**src/rtl/sevenseg_scan_ctrl.sv**
```systemverilog
// Scan controller for a common-anode seven-segment bank. One decoder is shared
// by all digits, with a blank gap at each digit switch and a double-buffered value.
module sevenseg_scan_ctrl #(
  parameter int NUM_DIGITS   = 4,
  parameter int SLOT_CYCLES  = 100000,
  parameter int BLANK_CYCLES = 2
) (
  input  logic                          clk,
  input  logic                          rst_n,
  input  logic                          en,
  input  logic                          load,
  input  logic [4*NUM_DIGITS-1:0]       value_in,
  input  logic [NUM_DIGITS-1:0]         dp_in,
  input  logic                          lz_en,
  output logic [NUM_DIGITS-1:0]         an_L,
  output logic [6:0]                    seg_L,
  output logic                          dp_L,
  output logic [$clog2(NUM_DIGITS)-1:0] digit_idx,
  output logic                          frame_tick,
  output logic                          upd_done
);

  localparam int CW = $clog2(SLOT_CYCLES);
  localparam int IW = $clog2(NUM_DIGITS);
  localparam int VW = 4*NUM_DIGITS;
  localparam logic [CW-1:0] SLOT_LAST = CW'(SLOT_CYCLES-1);
  localparam logic [CW-1:0] BLANK_END = CW'(BLANK_CYCLES);
  localparam logic [IW-1:0] IDX_LAST  = IW'(NUM_DIGITS-1);

  logic [CW-1:0]         cnt_q, cnt_d;
  logic [IW-1:0]         idx_q, idx_d;
  logic [VW-1:0]         act_val_q, act_val_d, pend_val_q, pend_val_d;
  logic [NUM_DIGITS-1:0] act_dp_q, act_dp_d, pend_dp_q, pend_dp_d;
  logic                  act_lz_q, act_lz_d, pend_lz_q, pend_lz_d;
  logic                  pend_valid_q, pend_valid_d;
  logic [NUM_DIGITS-1:0] an_q, an_d;
  logic [6:0]            seg_q, seg_d;
  logic                  dp_q, dp_d;
  logic                  tick_q, tick_d;
  logic                  upd_q, upd_d;

  logic                  slot_wrap, boundary, on_phase, transfer;
  logic [3:0]            nib [NUM_DIGITS];
  logic [NUM_DIGITS-1:0] lz_blank;

  function automatic logic [6:0] hex2seg(input logic [3:0] v);
    case (v)
      4'h0: hex2seg = 7'h40;  4'h1: hex2seg = 7'h79;
      4'h2: hex2seg = 7'h24;  4'h3: hex2seg = 7'h30;
      4'h4: hex2seg = 7'h19;  4'h5: hex2seg = 7'h12;
      4'h6: hex2seg = 7'h02;  4'h7: hex2seg = 7'h78;
      4'h8: hex2seg = 7'h00;  4'h9: hex2seg = 7'h10;
      4'hA: hex2seg = 7'h08;  4'hB: hex2seg = 7'h03;
      4'hC: hex2seg = 7'h46;  4'hD: hex2seg = 7'h21;
      4'hE: hex2seg = 7'h06;  default: hex2seg = 7'h0E;
    endcase
  endfunction

  // A digit is a leading zero when it and every nibble above it are zero.
  generate
    for (genvar gi = 0; gi < NUM_DIGITS; gi++) begin : g_digit
      assign nib[gi] = act_val_q[4*gi +: 4];
      if (gi == 0) begin : g_lsd
        assign lz_blank[gi] = 1'b0;
      end else begin : g_upper
        assign lz_blank[gi] = act_lz_q && (act_val_q[VW-1:4*gi] == '0);
      end
    end
  endgenerate

  always_comb begin
    slot_wrap = (cnt_q == SLOT_LAST);
    boundary  = en && slot_wrap && (idx_q == IDX_LAST);
    on_phase  = en && (cnt_q >= BLANK_END);

    cnt_d = cnt_q;
    idx_d = idx_q;
    if (!en) begin
      cnt_d = '0;
      idx_d = '0;
    end else if (slot_wrap) begin
      cnt_d = '0;
      idx_d = (idx_q == IDX_LAST) ? '0 : idx_q + IW'(1);
    end else begin
      cnt_d = cnt_q + CW'(1);
    end

    act_val_d    = act_val_q;
    act_dp_d     = act_dp_q;
    act_lz_d     = act_lz_q;
    pend_val_d   = pend_val_q;
    pend_dp_d    = pend_dp_q;
    pend_lz_d    = pend_lz_q;
    pend_valid_d = pend_valid_q;
    transfer     = pend_valid_q && (boundary || !en);
    upd_d        = transfer;
    if (transfer) begin
      act_val_d    = pend_val_q;
      act_dp_d     = pend_dp_q;
      act_lz_d     = pend_lz_q;
      pend_valid_d = 1'b0;
    end
    if (load) begin
      pend_val_d   = value_in;
      pend_dp_d    = dp_in;
      pend_lz_d    = lz_en;
      pend_valid_d = 1'b1;
      // While stopped there is no frame to protect, so the load goes straight live.
      if (!en) begin
        act_val_d    = value_in;
        act_dp_d     = dp_in;
        act_lz_d     = lz_en;
        pend_valid_d = 1'b0;
        upd_d        = 1'b1;
      end
    end

    an_d   = '1;
    seg_d  = 7'h7F;
    dp_d   = 1'b1;
    tick_d = boundary;
    if (on_phase) begin
      an_d[idx_q] = 1'b0;
      seg_d       = lz_blank[idx_q] ? 7'h7F : hex2seg(nib[idx_q]);
      dp_d        = ~act_dp_q[idx_q];
    end
  end

  always_ff @(posedge clk or negedge rst_n) begin
    if (!rst_n) begin
      cnt_q        <= '0;
      idx_q        <= '0;
      act_val_q    <= '0;
      act_dp_q     <= '0;
      act_lz_q     <= 1'b0;
      pend_val_q   <= '0;
      pend_dp_q    <= '0;
      pend_lz_q    <= 1'b0;
      pend_valid_q <= 1'b0;
      an_q         <= '1;
      seg_q        <= 7'h7F;
      dp_q         <= 1'b1;
      tick_q       <= 1'b0;
      upd_q        <= 1'b0;
    end else begin
      cnt_q        <= cnt_d;
      idx_q        <= idx_d;
      act_val_q    <= act_val_d;
      act_dp_q     <= act_dp_d;
      act_lz_q     <= act_lz_d;
      pend_val_q   <= pend_val_d;
      pend_dp_q    <= pend_dp_d;
      pend_lz_q    <= pend_lz_d;
      pend_valid_q <= pend_valid_d;
      an_q         <= an_d;
      seg_q        <= seg_d;
      dp_q         <= dp_d;
      tick_q       <= tick_d;
      upd_q        <= upd_d;
    end
  end

  assign an_L       = an_q;
  assign seg_L      = seg_q;
  assign dp_L       = dp_q;
  assign digit_idx  = idx_q;
  assign frame_tick = tick_q;
  assign upd_done   = upd_q;

endmodule
```
**config.mk**
```make
export PLATFORM = sky130hd
export DESIGN_NAME = sevenseg_scan_ctrl
export DESIGN_NICKNAME = d
export VERILOG_FILES = /design/src/rtl/sevenseg_scan_ctrl.sv
export SDC_FILE = /design/constraint.sdc
export NUM_CORES = 1
export LEC_CHECK = 0
export BUFFER_PORTS_ARGS = -buffer_cell sky130_fd_sc_hd__buf_4
export CAP_MARGIN = 20
export CORE_MARGIN = 3
export CORE_UTILIZATION = 45
export DETAILED_ROUTE_END_ITERATION = 8
export HOLD_SLACK_MARGIN = 0.06
export MAX_ROUTING_LAYER = met4
export PLACE_DENSITY_LB_ADDON = 0.05
export SLEW_MARGIN = 20
export SYNTH_ARGS = -nofsm -noshare
export SYNTH_HDL_FRONTEND = slang
export SYNTH_SLANG_ARGS = --single-unit
```
**constraint.sdc**
```tcl
create_clock -name clk -period 2.5 [get_ports clk]
set_input_delay 0.25 -clock clk [delete_from_list [all_inputs] [get_ports clk]]
set_output_delay 0.25 -clock clk [all_outputs]
set_load 0.03 [all_outputs]
```
==> Word-level counts from Yosys, hierarchy flattened <==
Memories as Yosys holds them, arrays and structs flattened.
Cells that the tools add are included.
{ "word_totals": {"regBits": 76, "latchBits": 0, "ramBits": 0, "mem_bits_ro": 112, "in_bits": 25, "out_inout_bits": 16, "word_cells": 73, "memories": 1} }
{ "mem_list": {"columns": ["memory", "depth", "word_bits", "read_ports", "rd_clocked_by_memory_dff", "wr", "line_no", "text"], "rows": [
  ["(no name shown)", 16, 7, 1, 0, 0, "47", "case (v)"]
]} }
{ "op_classes": {"n_addsub": 2, "n_mul": 0, "n_div": 0, "magnitude_cmp": 4, "n_eq_ne": 3, "shift": 0, "mux": 32, "bitwise": 3, "reduce_logical": 14} }
{ "ops": {"columns": ["op", "count"], "rows": [
  ["$mux 16", 3],
  ["$mux 17", 2],
  ["$mux 4", 6],
  ["$add 17x1->17 const B", 1],
  ["$eq 17x17->1 const B", 1],
  ["$ge 17x2->1 const B", 1],
  ["$mux 7", 2],
  ["$logic_not 12->1", 1],
  ["$mux 1", 12],
  ["$bmux 4 s2", 1],
  ["$logic_and 1x1->1", 8],
  ["$logic_not 8->1", 1],
  ["$mux 2", 3],
  ["$bmux 1 s2", 2],
  ["$logic_not 4->1", 1],
  ["$not 4->4", 1],
  ["$ge 3x3->1 const B", 1],
  ["$lt 2x3->1 const B", 1],
  ["$not 2->3", 1],
  ["$add 2x1->2 const B", 1],
  ["$demux 1 s2", 1],
  ["$eq 2x2->1 const B", 1],
  ["$ge 2x1->1 const B", 1],
  ["$ne 2x1->1 const B", 1],
  ["other kinds (4)", 4]
]} }

==> Logic depth before layout (Yosys ltp) <==
Gate-level depths: netlist (run 1).
{ "depth": {"word_depth": 8, "ltp_mapped": 7, "ltp_nobuf": 7} }

==> Least setup slack after synthesis (run 1) <==
OpenSTA, ideal clock, no wires.
{ "synth_path": {"path_type": "reg2reg", "startpoint": "register idx_q[0] (netlist: digit_idx[0])", "endpoint": "register seg_q[6] (netlist: seg_L[6])", "setup_time_ps": 99, "arrival_time_ps": 1913, "required_time_ps": 2401, "slack_ps": 488, "path_stages_with_launch": 7, "n_path_buf": 1, "period_less_slack_ps": 2012, "cell_sequence": "dfrtp_1 buf_6 mux4_2 ha_1 mux2_2 nand2_1 o211ai_1"} }
{ "synth_between": {"elab_chain_cells": 7, "elab_cells_between_ends": 9, "cone_classes": "7 x mux; 1 x bitwise; 1 x memory"} }
{ "synth_lines": {"columns": ["element", "line_no", "text"], "rows": [
  ["start: declaration", "31", "logic [IW-1:0] idx_q, idx_d;"],
  ["start signal: assignment", "147", "idx_q <= idx_d;"],
  ["$not 2->3 (implied by the code)", "124", "seg_d = lz_blank[idx_q] ? 7'h7F : hex2seg(nib[idx_q]);"],
  ["$bmux 4 s2", "124", null],
  ["$mux 4 (implied by the code) (2 in a row)", "124", null],
  ["$mem_v2 16x7", null, null],
  ["$mux 7 *", "124", null],
  ["$mux 7 *", "122", "if (on_phase) begin"],
  ["net seg_d[6]", "37", "logic [6:0] seg_q, seg_d;"],
  ["end signal: assignment", "156", "seg_q <= seg_d;"],
  ["end: declaration", "37", null]
]} }
The timed path passes the listed nets; every way through them passes the cells marked *. The select of a mux whose other input is x is not followed.
A chain may end at the register's enable or synchronous reset.

==> Worst setup path after layout (run 1) <==
Same ends and word-level chain as after synthesis.

==> results.cfg, run 1 <==
[sta]
skew_ps = 9.31
clock.fmax_mhz = 477
finalSetupTns_ps = 0
hold_viol = 0
setup-violations-final = 0
worst_pin_slew_ps = 538
hold_ws_ps = 142
maxSlewViolCount = 0
rsz0062_at_grt = no
slew_headroom = 0.641
timing.final.crit_share = 0.838
period_needed_ps = 2100

[critical_path]
cp-startpoint = digit_idx[0]$_DFFE_PN0P_
reg2reg_slack_ps = 400
r2r-end = seg_L[6]$_DFF_PN1_
start_kind = register
critPathMaxFanout = 13
max_stage_delay_ps = 680
cp.required_ps = 2740
critical_path_class = register to register
path_cells = mux4_2 -> ha_1 -> mux2_2 -> nand2_1 -> o211ai_1
cp_slowest_cell = dfrtp_1
rr_worst_depth = 5
endpoint_kind = register
endpoint = seg_L[6]$_DFF_PN1_
crit_arrival_ps = 2340
rr_startpoint = digit_idx[0]$_DFFE_PN0P_

[cts]
worstSkewPairLatency_ps = 340
cts_buffers = 9
cts_tree = done
clockBufferDepth = 2
clock_sinks = 76
post_cts.repair.setup_buffers = 0
cts_hold_buf = 1
cts.clk_slew.worst_paths_ps = 80
post_cts_resized = 0
cts-htree-levels = 3
root_buffer = clkbuf_8

[cells_and_area]
nets = 419
syn2layout_area_growth_pct = 15.4
final_core_util = 0.540
finalInstanceArea_mm2 = 0.00421
n_antenna_cell = 0
fillers = 689
seq_area_mm2 = 0.00192
layout.cells.non_filler = 489
multiInputGateArea_mm2 = 0.00159
drive_above_1_share = 0.266

[floorplan]
die_height_um = 96.1
io_pins = 41
initial_core_util = 0.468
die_w_um = 96.1
die_area_mm2 = 0.00923
rows = 32
coreArea_mm2 = 0.00781

[grt]
grt_max_degree = 44
grt_pass1_wl_mm = 12.1
met2_usage = 0.247
busiest_layer = met1
grt_pass1_vias = 2494
antenna_found_initial = 0
grt_usage = 0.178
use_met3 = 0.0352
overflow = 0
use_met1 = 0.253

[logic_synthesis]
synth_area_per_cell_um2 = 10.7
synth_commonest_cells = dfrtp_1, nand2_1, nor2_1
synth.most_common_cell = dfrtp_1
synth_flop_cell = dfrtp_1
synth_area_leader_cell = dfrtp_1
synth.distinct_cells = 41
yosysWarningCount = 0
ys_ff_latch = 76
synthCells = 342
syn_nets = 379
synth_edf_count = 0
synth_top_area_frac = 0.439
synthesis.area_mm2 = 0.00365
synthTopCellsByArea = dfrtp_1, dfstp_2, mux2_2
synth-async-reset-ratio = 1.00
seq_area_frac_synth = 0.525

[placed_design]
io_buffers = 40
hpwl_mm = 4.90
postPlaceCellArea_mm2 = 0.00402
placed_cells = 472
place.gp.congestion = 0.791

[route]
ant_nets = 0
drt_pass1_iterations = 4
wirelength_mm = 7.15
via_per_inst = 5.18
drtIter0Drc = 73
avgRoutedWirePerCell_um = 14.6
vias = 2532
drc_errors = 0

[min_path]
holdCritPathClass = input pin to register
min_path_cells = 2

[power_and_ir_drop]
leakage_uw = 0.00185
vdd_ir_drop_max_mv = 0.294
power.density_mw_per_mm2 = 653

[status]
status = complete, no violations

[run]
cap_violations = 0
routing by layer:
| metal | up-vias | share of wire |
|---|---|---|
| met5 | - | 0 |
| li1 | 1260 | - |
| met4 | 0 | 0.018 |
| met2 | 48 | 0.44 |
| met3 | 10 | 0.034 |
| met1 | 1214 | 0.51 |
layout by cell type (no fill, tap or decap), types with 3 or more instances in the layout:
cell type and instances:
o21ai_0 5, dfrtp_1 64, nor2_1 42, clkbuf_8 9, clkinv_2 3, mux4_2 5, buf_4 44, nand2b_1 3
nand3_1 9, a31oi_1 21, dfstp_2 12, ha_1 12, inv_1 9, o211ai_1 5, a21oi_1 6, nand2_1 62
nor4_1 6, nand4_1 3, xor2_1 11, mux2_2 23
state kept, by name (all words and copies together), names as in the netlist:
signal / flops
cnt_q: 17
dp_L: 1
upd_done: 1
seg_L: 7
act_dp_q: 4
act_lz_q: 1
digit_idx: 2
act_val_q: 16
an_L: 4
frame_tick: 1
pend_val_q: 16
pend_dp_q: 4
pend_lz_q: 1
pend_valid_q: 1
critical path, delay by kind of cell, from the launching register on:
| kind | cells | cell delay, ps |
|---|---|---|
| adders and majority gates | 1 | 250 |
| muxes | 2 | 910 |
| DFF | 1 | 680 |
| AOI/OAI and AO/OA | 1 | 90 |
| and+or+nand+nor | 1 | 70 |
worst min path at each step:
stage,endpoint,slack (ps),start
after floorplan,act_dp_q[0]$_DFF_PN0_,-50,rst_n
after global placement,cnt_q[5]$_DFF_PN0_,240,rst_n
after detailed placement,cnt_q[7]$_DFF_PN0_,240,rst_n
after CTS,pend_val_q[8]$_DFFE_PN0P_,130,value_in[8]
after global routing,pend_val_q[13]$_DFFE_PN0P_,130,value_in[13]
final,pend_val_q[8]$_DFFE_PN0P_,140,value_in[8]
kinds of logic after synthesis:
family,share of synthesized area
buffers and inverters,0.0391
AOI/OAI and AO/OA,0.0901
DFF,0.525
xor gates and xnor gates,0.0312
muxes,0.107
and+or+nand+nor,0.166
adders and majority gates,0.0411
final cells by class:
type,instances,area share
multi-input combinational,240,0.378
clock buffer,11,0.0312
tap,102,0.0303
timing repair buffer,46,0.0855
sequential,76,0.455
clock inverter,5,0.0125
inverter,9,0.00802
through the flow:
stage / total power (uW) / setup WS [ps]
3_3_place_gp: 1880 / 468
2_1_floorplan: 1720 / 488
4_1_cts: 2790 / 409
5_1_grt: 2900 / 209
6_report: 2750 / 404
3_5_place_dp: 1880 / 417
power breakdown:
part           internal [uW]  switching, uW
clock                    457            443
combinational            192            238
sequential              1350           70.0
total                   2000            751
No activity file was read; power rests on OpenSTA's default activity.
==> run 2: changes to the inputs <==
clock period = 1.68 ns   (was 2.5 ns; I/O delays follow)
==> run 2 against run 1 <==
Against the previous run: the run now ends with negative setup slack left; non-clock buffer count grew 59; register-to-register slack lost 510 ps; core utilization grew 11 points; final cell count grew 12%; worst setup slack lost 510 ps; clock power grew 74%; wire length grew 14%; flip-flop and latch count is the same.
==> results.cfg, run 2 (synthesized netlist as in run 1, its figures left out) <==
[floorplan]
die_height_um = 96.1
die_area_mm2 = 0.00923
initial_core_util = 0.468
coreArea_mm2 = 0.00781
die_w_um = 96.1
io_pins = 41
rows = 32

[sta]
maxSlewViolCount = 0
setup-violations-final = 26
worst_pin_slew_ps = 455
hold_ws_ps = 124
skew_ps = 8.10
timing.final.crit_share = 1.06
period_needed_ps = 1790
clock.fmax_mhz = 559
rsz0062_at_grt = yes
fin_ws_ps = -108
slew_headroom = 0.696
hold_viol = 0
finalSetupTns_ps = -1890

[critical_path]
r2r-end = seg_L[1]$_DFF_PN1_
cp.required_ps = 1950
critical_path_class = register to register
start_kind = register
reg2reg_slack_ps = -110
endpoint_kind = register
rr_worst_depth = 5
rr_startpoint = digit_idx[0]$_DFFE_PN0P_
critPathMaxFanout = 6
crit_arrival_ps = 2060

[min_path]
min_from = en
holdCritPathClass = input pin to register
min_path_cells = 2
min_to = pend_valid_q$_DFFE_PN0P_

[grt]
use_met1 = 0.261
grt_pass1_wl_mm = 13.1
overflow = 0
met2_usage = 0.284
grt_pass1_vias = 2727
busiest_layer = met2
grt_usage = 0.191
grt_max_degree = 44
antenna_found_initial = 0
use_met3 = 0.0281

[route]
wirelength_mm = 8.12
drt_pass1_iterations = 5
vias = 2798
drtIter0Drc = 109
avgRoutedWirePerCell_um = 14.8
ant_nets = 0
via_per_inst = 5.11
drc_errors = 0

[cells_and_area]
final_cell_mix = buf_4, dfrtp_1, nor2_1
nets = 478
n_antenna_cell = 0
final_common_cell = buf_4
syn2layout_area_growth_pct = 39.1
largestRegisters = cnt_q x17, act_val_q x16, pend_val_q x16
layout.cells.non_filler = 548
top_register = cnt_q
finalInstanceArea_mm2 = 0.00508
drive_above_1_share = 0.408
largest_reg_flops = 17

[cts]
cts-htree-levels = 3
clock_sinks = 76
cts_tree = done
cts.clk_slew.worst_paths_ps = 80
root_buffer = clkbuf_8
cts_buffers = 9
clockBufferDepth = 2
worstSkewPairLatency_ps = 350

[power_and_ir_drop]
power.density_mw_per_mm2 = 914
seqPwrFrac = 0.461
leakage_uw = 0.00223
p_sw_frac = 0.268
vdd_ir_drop_max_mv = 0.470
p_clk_frac = 0.339
internal_power_uw = 3400
switchingPower_uw = 1240
combPwrFrac = 0.201

[placed_design]
io_buffers = 40
hpwl_mm = 5.16
place.gp.congestion = 0.763
placed_cells = 505
postPlaceCellArea_mm2 = 0.00433
dp_slack_ps = -95.7

[status]
status = finished with violations
violations = negative setup slack

[run]
cap_violations = 0
## run 2: worst max-delay path, stage by stage, from the launching register on
cell	delay [ps]
dfrtp_2	440
mux4_2	640
buf_4	190
mux2_2	260
nand2_1	80
o211ai_1	90
## run 2: worst max-delay path by stage
stage / startpoint / to / slack, ps / cells past startpoint
4_1_cts: digit_idx[0]$_DFFE_PN0P_ / seg_L[6]$_DFF_PN1_ / -70 / 5
3_5_place_dp: digit_idx[0]$_DFFE_PN0P_ / seg_L[4]$_DFF_PN1_ / -100 / 5
3_3_place_gp: digit_idx[0]$_DFFE_PN0P_ / seg_L[4]$_DFF_PN1_ / -100 / 5
6_report: digit_idx[0]$_DFFE_PN0P_ / seg_L[1]$_DFF_PN1_ / -110 / 5
2_1_floorplan: digit_idx[0]$_DFFE_PN0P_ / seg_L[6]$_DFF_PN1_ / -200 / 6
5_1_grt: digit_idx[0]$_DFFE_PN0P_ / seg_L[4]$_DFF_PN1_ / -190 / 5
## run 2: area by class of cell
class	instances	area, um2
inverters	9	38.8
multi-input cells	240	1810
fillers	626	2730
repair buffers	105	956
clock inverters	5	73.8
flip-flops and latches	76	1920
well taps	102	128
clock buffers	11	151
## run 2: through the flow
stage / power [uW] / util
after CTS: 4540 / 0.617
after global routing: 4870 / 0.650
after global placement: 2870 / 0.554
after floorplan: 2580 / -
final: 4640 / 0.650
after detailed placement: 2890 / 0.554
## run 2: what timing repair did
action / 4_1_cts / 5_1_grt
setup buffers: 1 / 1
pin swaps: 3 / 13
cloned: 0 / 3
hold endpoints to repair: 42 / 0
endpoints found under the setup margin: 29 / 31
resized for setup: 12 / 49
hold buffers: 22 / 0
## run 2: per-layer routing
layer | up-vias | part of all wire
li1 | 1382 | -
met1 | 1346 | 0.46
met2 | 59 | 0.49
met3 | 11 | 0.032
met4 | 0 | 0.017
met5 | - | 0
## run 2: power groups by stage
stage,registers [uW],clock network (uW),logic [uW]
2_1_floorplan,2180,0,401
3_3_place_gp,2140,0,731
3_5_place_dp,2140,0,742
4_1_cts,2110,1620,818
5_1_grt,2160,1690,1020
6_report,2140,1570,932
==> run 3: changes to the inputs <==
CAP_MARGIN = default   (was 20)
CORE_UTILIZATION = 63   (was 45)
clock period = 2.2 ns   (was 1.68 ns; I/O delays follow)
==> run 3 against run 2 <==
Against the previous run: the run now ends clean; sequential share of layout area grew 7.6 points; via count down 5.6%; global-route usage increased by 5.5 points; combinational power shrank 47%; clock power down 28%; worst setup slack gained 310 ps; wire length fell by 11%; flip-flop and latch count is the same; register-to-register slack better by 310 ps; critical endpoint is now act_val_q[4]$_DFF_PN0_; highest routed layer unchanged.
==> results.cfg, run 3 (synthesized netlist as in run 1, its figures left out) <==
[cells_and_area]
largestRegisters = cnt_q x17, act_val_q x16, pend_val_q x16
nets = 421
n_antenna_cell = 0
finalInstanceArea_mm2 = 0.00423
largest_reg_flops = 17
final_common_cell = dfrtp_1
top_register = cnt_q
fillers = 386
final_cell_mix = dfrtp_1, nand2_1, buf_4
syn2layout_area_growth_pct = 15.7
drive_above_1_share = 0.271

[placed_design]
place.gp.congestion = 0.814
postPlaceCellArea_mm2 = 0.00401
hpwl_mm = 4.72
io_buffers = 40

[route]
drc_errors = 0
via_per_inst = 5.74
wirelength_mm = 7.24
avgRoutedWirePerCell_um = 15.7
ant_nets = 0
vias = 2642
drtIter0Drc = 99
drt_pass1_iterations = 4

[critical_path]
critPathMaxFanout = 22
cp.required_ps = 2410
crit_arrival_ps = 2210
critical_path_class = register to register
start_kind = register
endpoint_kind = register
reg2reg_slack_ps = 200

[cts]
post_cts.repair.setup_buffers = 0
cts_tree = done
clock_sinks = 76
cts.clk_slew.worst_paths_ps = 80
clockBufferDepth = 2
root_buffer = clkbuf_8
cts_buffers = 9
worstSkewPairLatency_ps = 350
cts-htree-levels = 3

[floorplan]
die_w_um = 82.1
rows = 27
die_height_um = 82.1
coreArea_mm2 = 0.00557
die_area_mm2 = 0.00674
io_pins = 41
initial_core_util = 0.655

[power_and_ir_drop]
leakage_uw = 0.00188
vdd_ir_drop_max_mv = 0.643
power.density_mw_per_mm2 = 768

[sta]
worst_pin_slew_ps = 914
maxSlewViolCount = 0
timing.final.crit_share = 0.910
rsz0062_at_grt = no
setup-violations-final = 0
skew_ps = 5.23
clock.fmax_mhz = 500
hold_viol = 0
period_needed_ps = 2000
slew_headroom = 0.391
finalSetupTns_ps = 0

[min_path]
holdCritPathClass = input pin to register

[grt]
overflow = 0
grt_pass1_vias = 2527
grt_max_degree = 77
grt_usage = 0.246
antenna_found_initial = 0
grt_pass1_wl_mm = 12.1

[run]
cap_violations = 0

[status]
status = complete, no violations
-- run 3: cell count changes in the layout (fill, tap and decap cells not counted), sizes merged --
| cell | before | now |
|---|---|---|
| buf | 81 | 47 |
| dlygate4sd3 | 22 | 1 |
| clkbuf | 13 | 10 |
| clkinv | 3 | 2 |
| clkinvlp | 0 | 1 |
-- run 3: cell type report --
| cell class | instances | area (um2) | share of cell area |
|---|---|---|---|
| tap | 72 | 90.1 | 0.0213 |
| clock buffer | 10 | 128 | 0.0302 |
| multi-input combinational | 240 | 1590 | 0.377 |
| sequential | 76 | 1920 | 0.454 |
| timing repair buffer | 48 | 388 | 0.0918 |
| clock inverter | 5 | 77.6 | 0.0184 |
| inverter | 9 | 33.8 | 0.00800 |
-- run 3: worst paths after layout --
path                                       startpoint                         end  cells after the start
max in group asynchronous                       rst_n    pend_dp_q[1]$_DFFE_PN0P_                      2
worst min-delay path                     value_in[10]  pend_val_q[10]$_DFFE_PN0P_                      2
worst max register to register     cnt_q[0]$_DFF_PN0_      act_val_q[4]$_DFF_PN0_                      7
worst max-delay path               cnt_q[0]$_DFF_PN0_      act_val_q[4]$_DFF_PN0_                      7
worst min register to register  pend_lz_q$_DFFE_PN0P_       pend_lz_q$_DFFE_PN0P_                      1
min in group asynchronous                       rst_n          cnt_q[2]$_DFF_PN0_                      2
-- run 3: per-stage QoR --
stage	hold WS, ps	std cells	worst slack (ps)	power (uW)	util
global route	98.8	460	69.7	3390	0.758
CTS	90.8	460	201	3270	0.758
floorplan	-75.6	342	188	1960	-
detailed placement	413	444	233	2140	0.719
global placement	417	444	293	2120	0.719
finish	108	460	198	3240	0.758
-- run 3: power by group --
part | switching, uW | total (uW) | internal (uW)
sequential | 83.6 | 1620 | 1540
clock | 502 | 1130 | 629
combinational | 274 | 493 | 220
-- run 3: timing repair --
action / 4_1_cts / 5_1_grt
resized for setup: 0 / 0
hold buffers: 1 / 0
endpoints found under the hold margin: 64 / 0
-- run 3: worst max-delay path: stages (launching register included) --
cell and delay [ps]:
dfrtp_1 420, ha_1 240, and4_4 290, nand4_4 160
o32a_1 410, buf_12 170, nand2_1 80, a31oi_1 90
-- run 3: routing by layer --
| layer | wire length (um) | global-route usage | share of wire |
|---|---|---|---|
| met1 | 3180 | 0.320 | 0.44 |
| met2 | 3530 | 0.363 | 0.49 |
| met3 | 376 | 0.0586 | 0.052 |
| met5 | 0 | - | 0 |
| met4 | 155 | 0.128 | 0.021 |
